### src/rtl/fact_pkg.sv
// Shared types and defaults for the round-robin factorial engine.
package fact_pkg;

    localparam int N_W_DEF = 4;
    localparam int Y_W_DEF = 16;

    typedef enum logic [1:0] {
        IDLE = 2'd0,
        MUL  = 2'd1,
        DONE = 2'd2
    } state_t;

    // One-hot pick between two requesters; ptr names the requester favoured on a tie.
    function automatic logic [1:0] rr_pick(input logic [1:0] req, input logic ptr);
        logic [1:0] g;
        g = '0;
        case (req)
            2'b01:   g = 2'b01;
            2'b10:   g = 2'b10;
            2'b11:   g = ptr ? 2'b10 : 2'b01;
            default: g = '0;
        endcase
        return g;
    endfunction

endpackage

### src/rtl/fact_arb_if.sv
// Requester-side bundle of the factorial arbiter: requests, operands, grant and result.
interface fact_arb_if
    import fact_pkg::*;
#(
    parameter int N_W = N_W_DEF,
    parameter int Y_W = Y_W_DEF
);
    logic [1:0]     req;
    logic [N_W-1:0] n0;
    logic [N_W-1:0] n1;
    logic [1:0]     gnt;
    logic           busy;
    logic [1:0]     done;
    logic [Y_W-1:0] y;
    logic           ovf;

    modport master (
        output req, n0, n1,
        input  gnt, busy, done, y, ovf
    );

    modport slave (
        input  req, n0, n1,
        output gnt, busy, done, y, ovf
    );
endinterface

### src/rtl/fact_mul_sat.sv
// Combinational Y_W x N_W multiply, saturating to all-ones with an overflow flag.
module fact_mul_sat #(
    parameter int N_W = 4,
    parameter int Y_W = 16
) (
    input  logic [Y_W-1:0] a,
    input  logic [N_W-1:0] b,
    output logic [Y_W-1:0] p,
    output logic           ovf
);
    logic [Y_W+N_W-1:0] full;

    always_comb begin
        full = {{N_W{1'b0}}, a} * {{Y_W{1'b0}}, b};
        ovf  = |full[Y_W+N_W-1:Y_W];
        p    = ovf ? '1 : full[Y_W-1:0];
    end
endmodule

### src/rtl/fact_arb.sv
// Two-requester round-robin front end sharing one iterative saturating factorial engine.
module fact_arb
    import fact_pkg::*;
#(
    parameter int N_W = N_W_DEF,
    parameter int Y_W = Y_W_DEF
) (
    input  logic       clk,
    input  logic       rst_n,
    fact_arb_if.slave  bus
);
    state_t         state;
    logic [1:0]     gnt_r;
    logic           ptr;
    logic [N_W-1:0] n_lat;
    logic [N_W-1:0] i;
    logic [Y_W-1:0] acc;
    logic           ovf_run;
    logic [Y_W-1:0] y_r;
    logic           ovf_r;

    logic [1:0]     pick;
    logic [N_W-1:0] sel_n;
    logic [Y_W-1:0] prod;
    logic           mul_ovf;

    fact_mul_sat #(
        .N_W (N_W),
        .Y_W (Y_W)
    ) u_mul (
        .a   (acc),
        .b   (i),
        .p   (prod),
        .ovf (mul_ovf)
    );

    always_comb begin
        pick  = rr_pick(bus.req, ptr);
        sel_n = pick[1] ? bus.n1 : bus.n0;
    end

    // y/ovf load on the edge entering DONE so they are valid alongside the done pulse.
    always_ff @(posedge clk or negedge rst_n) begin
        if (!rst_n) begin
            state   <= IDLE;
            gnt_r   <= '0;
            ptr     <= 1'b0;
            n_lat   <= '0;
            i       <= '0;
            acc     <= Y_W'(1);
            ovf_run <= 1'b0;
            y_r     <= '0;
            ovf_r   <= 1'b0;
        end else begin
            case (state)
                IDLE: begin
                    if (bus.req != 2'b00) begin
                        gnt_r   <= pick;
                        n_lat   <= sel_n;
                        acc     <= Y_W'(1);
                        i       <= N_W'(1);
                        ovf_run <= 1'b0;
                        if (sel_n != '0) begin
                            state <= MUL;
                        end else begin
                            state <= DONE;
                            y_r   <= Y_W'(1);
                            ovf_r <= 1'b0;
                        end
                    end
                end
                MUL: begin
                    acc     <= prod;
                    i       <= i + 1'b1;
                    ovf_run <= ovf_run | mul_ovf;
                    if (i == n_lat) begin
                        state <= DONE;
                        y_r   <= prod;
                        ovf_r <= ovf_run | mul_ovf;
                    end
                end
                DONE: begin
                    state <= IDLE;
                    gnt_r <= '0;
                    ptr   <= gnt_r[0];
                end
                default: begin
                    state <= IDLE;
                    gnt_r <= '0;
                end
            endcase
        end
    end

    always_comb begin
        bus.gnt  = gnt_r;
        bus.busy = (state != IDLE);
        bus.done = (state == DONE) ? gnt_r : 2'b00;
        bus.y    = y_r;
        bus.ovf  = ovf_r;
    end
endmodule

### src/flat_wrapper.sv
// flat-port wrapper written by rule: the top's interface ports become plain ports
module fact_arb_flat import fact_pkg::*;
#(
    parameter int N_W = N_W_DEF,
    parameter int Y_W = Y_W_DEF
)
  (clk, rst_n, bus_req, bus_n0, bus_n1, bus_gnt, bus_busy, bus_done, bus_y, bus_ovf);
  fact_arb_if #(.N_W(N_W), .Y_W(Y_W)) bus_i ();
  input  logic clk;
  input  logic rst_n;
  input wire logic [$bits(bus_i.req)-1:0] bus_req;
  input wire logic [$bits(bus_i.n0)-1:0] bus_n0;
  input wire logic [$bits(bus_i.n1)-1:0] bus_n1;
  output wire logic [$bits(bus_i.gnt)-1:0] bus_gnt;
  output wire logic [$bits(bus_i.busy)-1:0] bus_busy;
  output wire logic [$bits(bus_i.done)-1:0] bus_done;
  output wire logic [$bits(bus_i.y)-1:0] bus_y;
  output wire logic [$bits(bus_i.ovf)-1:0] bus_ovf;
  assign bus_i.req = bus_req;
  assign bus_i.n0 = bus_n0;
  assign bus_i.n1 = bus_n1;
  assign bus_gnt = bus_i.gnt;
  assign bus_busy = bus_i.busy;
  assign bus_done = bus_i.done;
  assign bus_y = bus_i.y;
  assign bus_ovf = bus_i.ovf;
  fact_arb #(.N_W(N_W), .Y_W(Y_W)) u_core (.clk(clk), .rst_n(rst_n), .bus(bus_i));
endmodule
### config.mk
export PLATFORM = sky130hd
export DESIGN_NAME = fact_arb_flat
export DESIGN_NICKNAME = d
export VERILOG_FILES = /design/src/rtl/fact_pkg.sv /design/src/rtl/fact_arb_if.sv /design/src/rtl/fact_mul_sat.sv /design/src/rtl/fact_arb.sv /design/src/flat_wrapper.sv
export SDC_FILE = /design/constraint.sdc
export NUM_CORES = 1
export LEC_CHECK = 0
export BUFFER_PORTS_ARGS = -buffer_cell sky130_fd_sc_hd__buf_2
export CORE_AREA = 2 2 135 85
export CTS_BUF_LIST = sky130_fd_sc_hd__clkbuf_4 sky130_fd_sc_hd__clkbuf_8
export CTS_CLUSTER_SIZE = 28
export DETAILED_ROUTE_END_ITERATION = 6
export DIE_AREA = 0 0 137 87
export SYNTH_ARGS = -nofsm -noshare
export SYNTH_HDL_FRONTEND = slang
export SYNTH_SLANG_ARGS = --single-unit
### constraint.sdc
create_clock -name clk -period 8.6 [get_ports clk]
set_clock_uncertainty 0.2 [all_clocks]
set_input_delay 0.86 -clock clk [delete_from_list [all_inputs] [get_ports clk]]
set_output_delay 0.86 -clock clk [all_outputs]
set_load 0.01 [all_outputs]
==> metrics.cfg <==
[run_status]
status=finished clean

[final_layout]
syn2layout_area_growth_pct=7.750
nets=552
n_antenna_cell=0
drive_gt1_share_pct=14.34
final_cells=632

[timing]
tns_ns=0
finalCritPeriodShare_pct=56.99
finalHoldViolations=0
finalSetupViolations=0
slew_violations=0
fin_crit_ns=4.901
fmax_mhz=204.0
worstMarginPinSlew_ns=1.110
hold_slack_ns=0.2953
rsz0062_at_grt=false
slew_headroom_pct=25.97

[clocking]
clock_path_buffers=2
cts_buffers=5
clk_pin_slew_ns=0.10
cts_root_buf=clkbuf_8
clock-sinks=47
ctsHoldBuffers=0
cts_tree=built
insertion_delay_ns=0.31
post_cts_resized=0
post_cts_buffers=0
h-tree-depth=2

[critical_path]
critPathKind=flop to flop
cp.arrival_ns=4.92
start_kind=flop
endpoint_kind=flop
path_max_fanout=19
required_ns=8.62
r2r_slack_ns=3.70

[synthesis]
yosys.area.top_type_share_pct=27.53
syn_avg_cell_area_um2=8.935
synth_common_cells=nand2_1 (63), inv_1 (50), and2_1 (49)
yosysWarnings=0
synth-seq-area-share_pct=28.16
synth_most_common_cell=nand2_1
ys.flop_type=dfrtp_1
synth-edff-count=0
syn-num-nets=533
synth_seq_cells=47
async_reset_ff_share_pct=100.0
synth.largest_area_cell=dfrtp_1
netlist_area_um2=4182
syn_inst=468
yosys-top-cells-area=dfrtp_1 (28%), fa_1 (13%), ha_1 (7.5%)
ys_types=58

[floorplanning]
fp.dieH_um=87
fp.dieW_um=137
initial_core_util_pct=38.68
dieArea_um2=11920
core_um2=10810
boundaryPins=34
rows=30

[run]
cap_violations=0

[power]
vdd_drop_max_uv=185.6
p_total_w=0.001103
p_leak_nw=2.287
p_per_area_nw_per_um2=244.8

[global_route]
grt_pass1_vias=3251
overflow=0
grtUsageTotal_pct=19.28
grt_max_degree=48
grt_pass1_wl_um=17750
antenna_found_initial=0

[detailed_routing]
num_vias=3326
vias_per_cell=5.263
drc=0
drtIter0Drc=189
drt_first_pass_iters=5
ant_nets=0
wirelength_um=10740
wire_per_inst_um=16.99

[placement]
dp_hpwl_um=8189
port_buffers=33
gp_congestion=0.9026
dp.cells=624

[min_path]
hold_path_class=flop to flop

## cells in the final DEF (no fill, tap or decap), types with 19 or more instances in the layout
| cell type | instances |
|---|---|
| nand2_1 | 63 |
| o21ai_0 | 22 |
| o21ai_1 | 19 |
| inv_1 | 50 |
| ha_1 | 25 |
| dfrtp_1 | 46 |
| fa_1 | 28 |
| buf_2 | 33 |
| and2_1 | 49 |
| a21oi_1 | 19 |
## cell type report
type / instances / area (µm²)
Inverter: 51 / 191.4
Tap cell: 144 / 180.2
Fill cell: 1090 / 6305
Clock buffer: 5 / 68.82
Clock inverter: 3 / 22.52
Multi-Input combinational cell: 348 / 2693
Sequential cell: 47 / 1177
Timing Repair Buffer: 34 / 172.7
## per-layer routing
metal | vias to the layer above | global-route usage [%] | routed length, µm
met1 | 1635 | 32.89 | 6065
li1 | 1602 | - | -
met4 | 0 | 1.687 | 25
met5 | - | 0 | 0
met2 | 84 | 25.33 | 4038
met3 | 5 | 3.432 | 611
## report_power, final
part / total (W) / switching [W] / internal, W
logic: 0.000533 / 0.000333 / 0.000200
clock network: 0.000145 / 0.0000857 / 0.0000591
registers: 0.000425 / 0.000127 / 0.000298
## state kept, by name, indices dropped and copies added, names as in the netlist
register and flops:
u_core.ptr 1, u_core.n_lat 4, u_core.bus.ovf 1, u_core.bus.gnt 2
u_core.bus.y 16, u_core.state 2, u_core.ovf_run 1, u_core.acc 16
u_core.i 4
## stage by stage
step | worst slack (ns) | utilization [%] | cell area (µm²)
3_5_place_dp | 3.719 | 40.83 | 4414
6_report | 3.699 | 41.68 | 4506
5_1_grt | 3.354 | 41.68 | 4506
2_1_floorplan | 4.221 | - | 4182
3_3_place_gp | 3.826 | 40.83 | 4414
4_1_cts | 3.682 | 41.68 | 4506
## logic make-up (layout without fill, tap and decap cells)
group	count (synthesis)	after routing	synth area share, %
AO/OA/AOI/OAI	99	99	15.50
XOR/XNOR	20	20	4.189
adder cells (fa/ha/maj)	53	53	20.89
buffers and inverters	73	93	7.630
flip-flops	47	47	28.16
multiplexers	5	5	1.197
AND/OR/NAND/NOR	171	171	22.44
## critical path: stages (launching register included)
cell and delay [ns]:
dfrtp_1 0.71, nand2_1 0.15, fa_1 0.54, fa_1 0.55, inv_1 0.07, fa_1 0.45
a21o_1 0.22, a311oi_1 0.27, o21bai_1 0.19, a41o_1 0.30, o32ai_4 0.76, nor4_1 0.16
o21ai_0 0.23
## path summary, 6_finish.rpt
kind,startpoint,to,cells past startpoint
worst max-delay path,u_core.i[3],u_core.acc[8],12
worst min-delay path,u_core.bus.y[1],u_core.bus.y[1],2
worst max register to register,u_core.i[3],u_core.acc[8],12
worst min register to register,u_core.bus.y[1],u_core.bus.y[1],2
max in group asynchronous,rst_n,u_core.bus.y[13],1
min in group asynchronous,rst_n,u_core.bus.gnt[0],1
(Power assumes the default switching activity.)
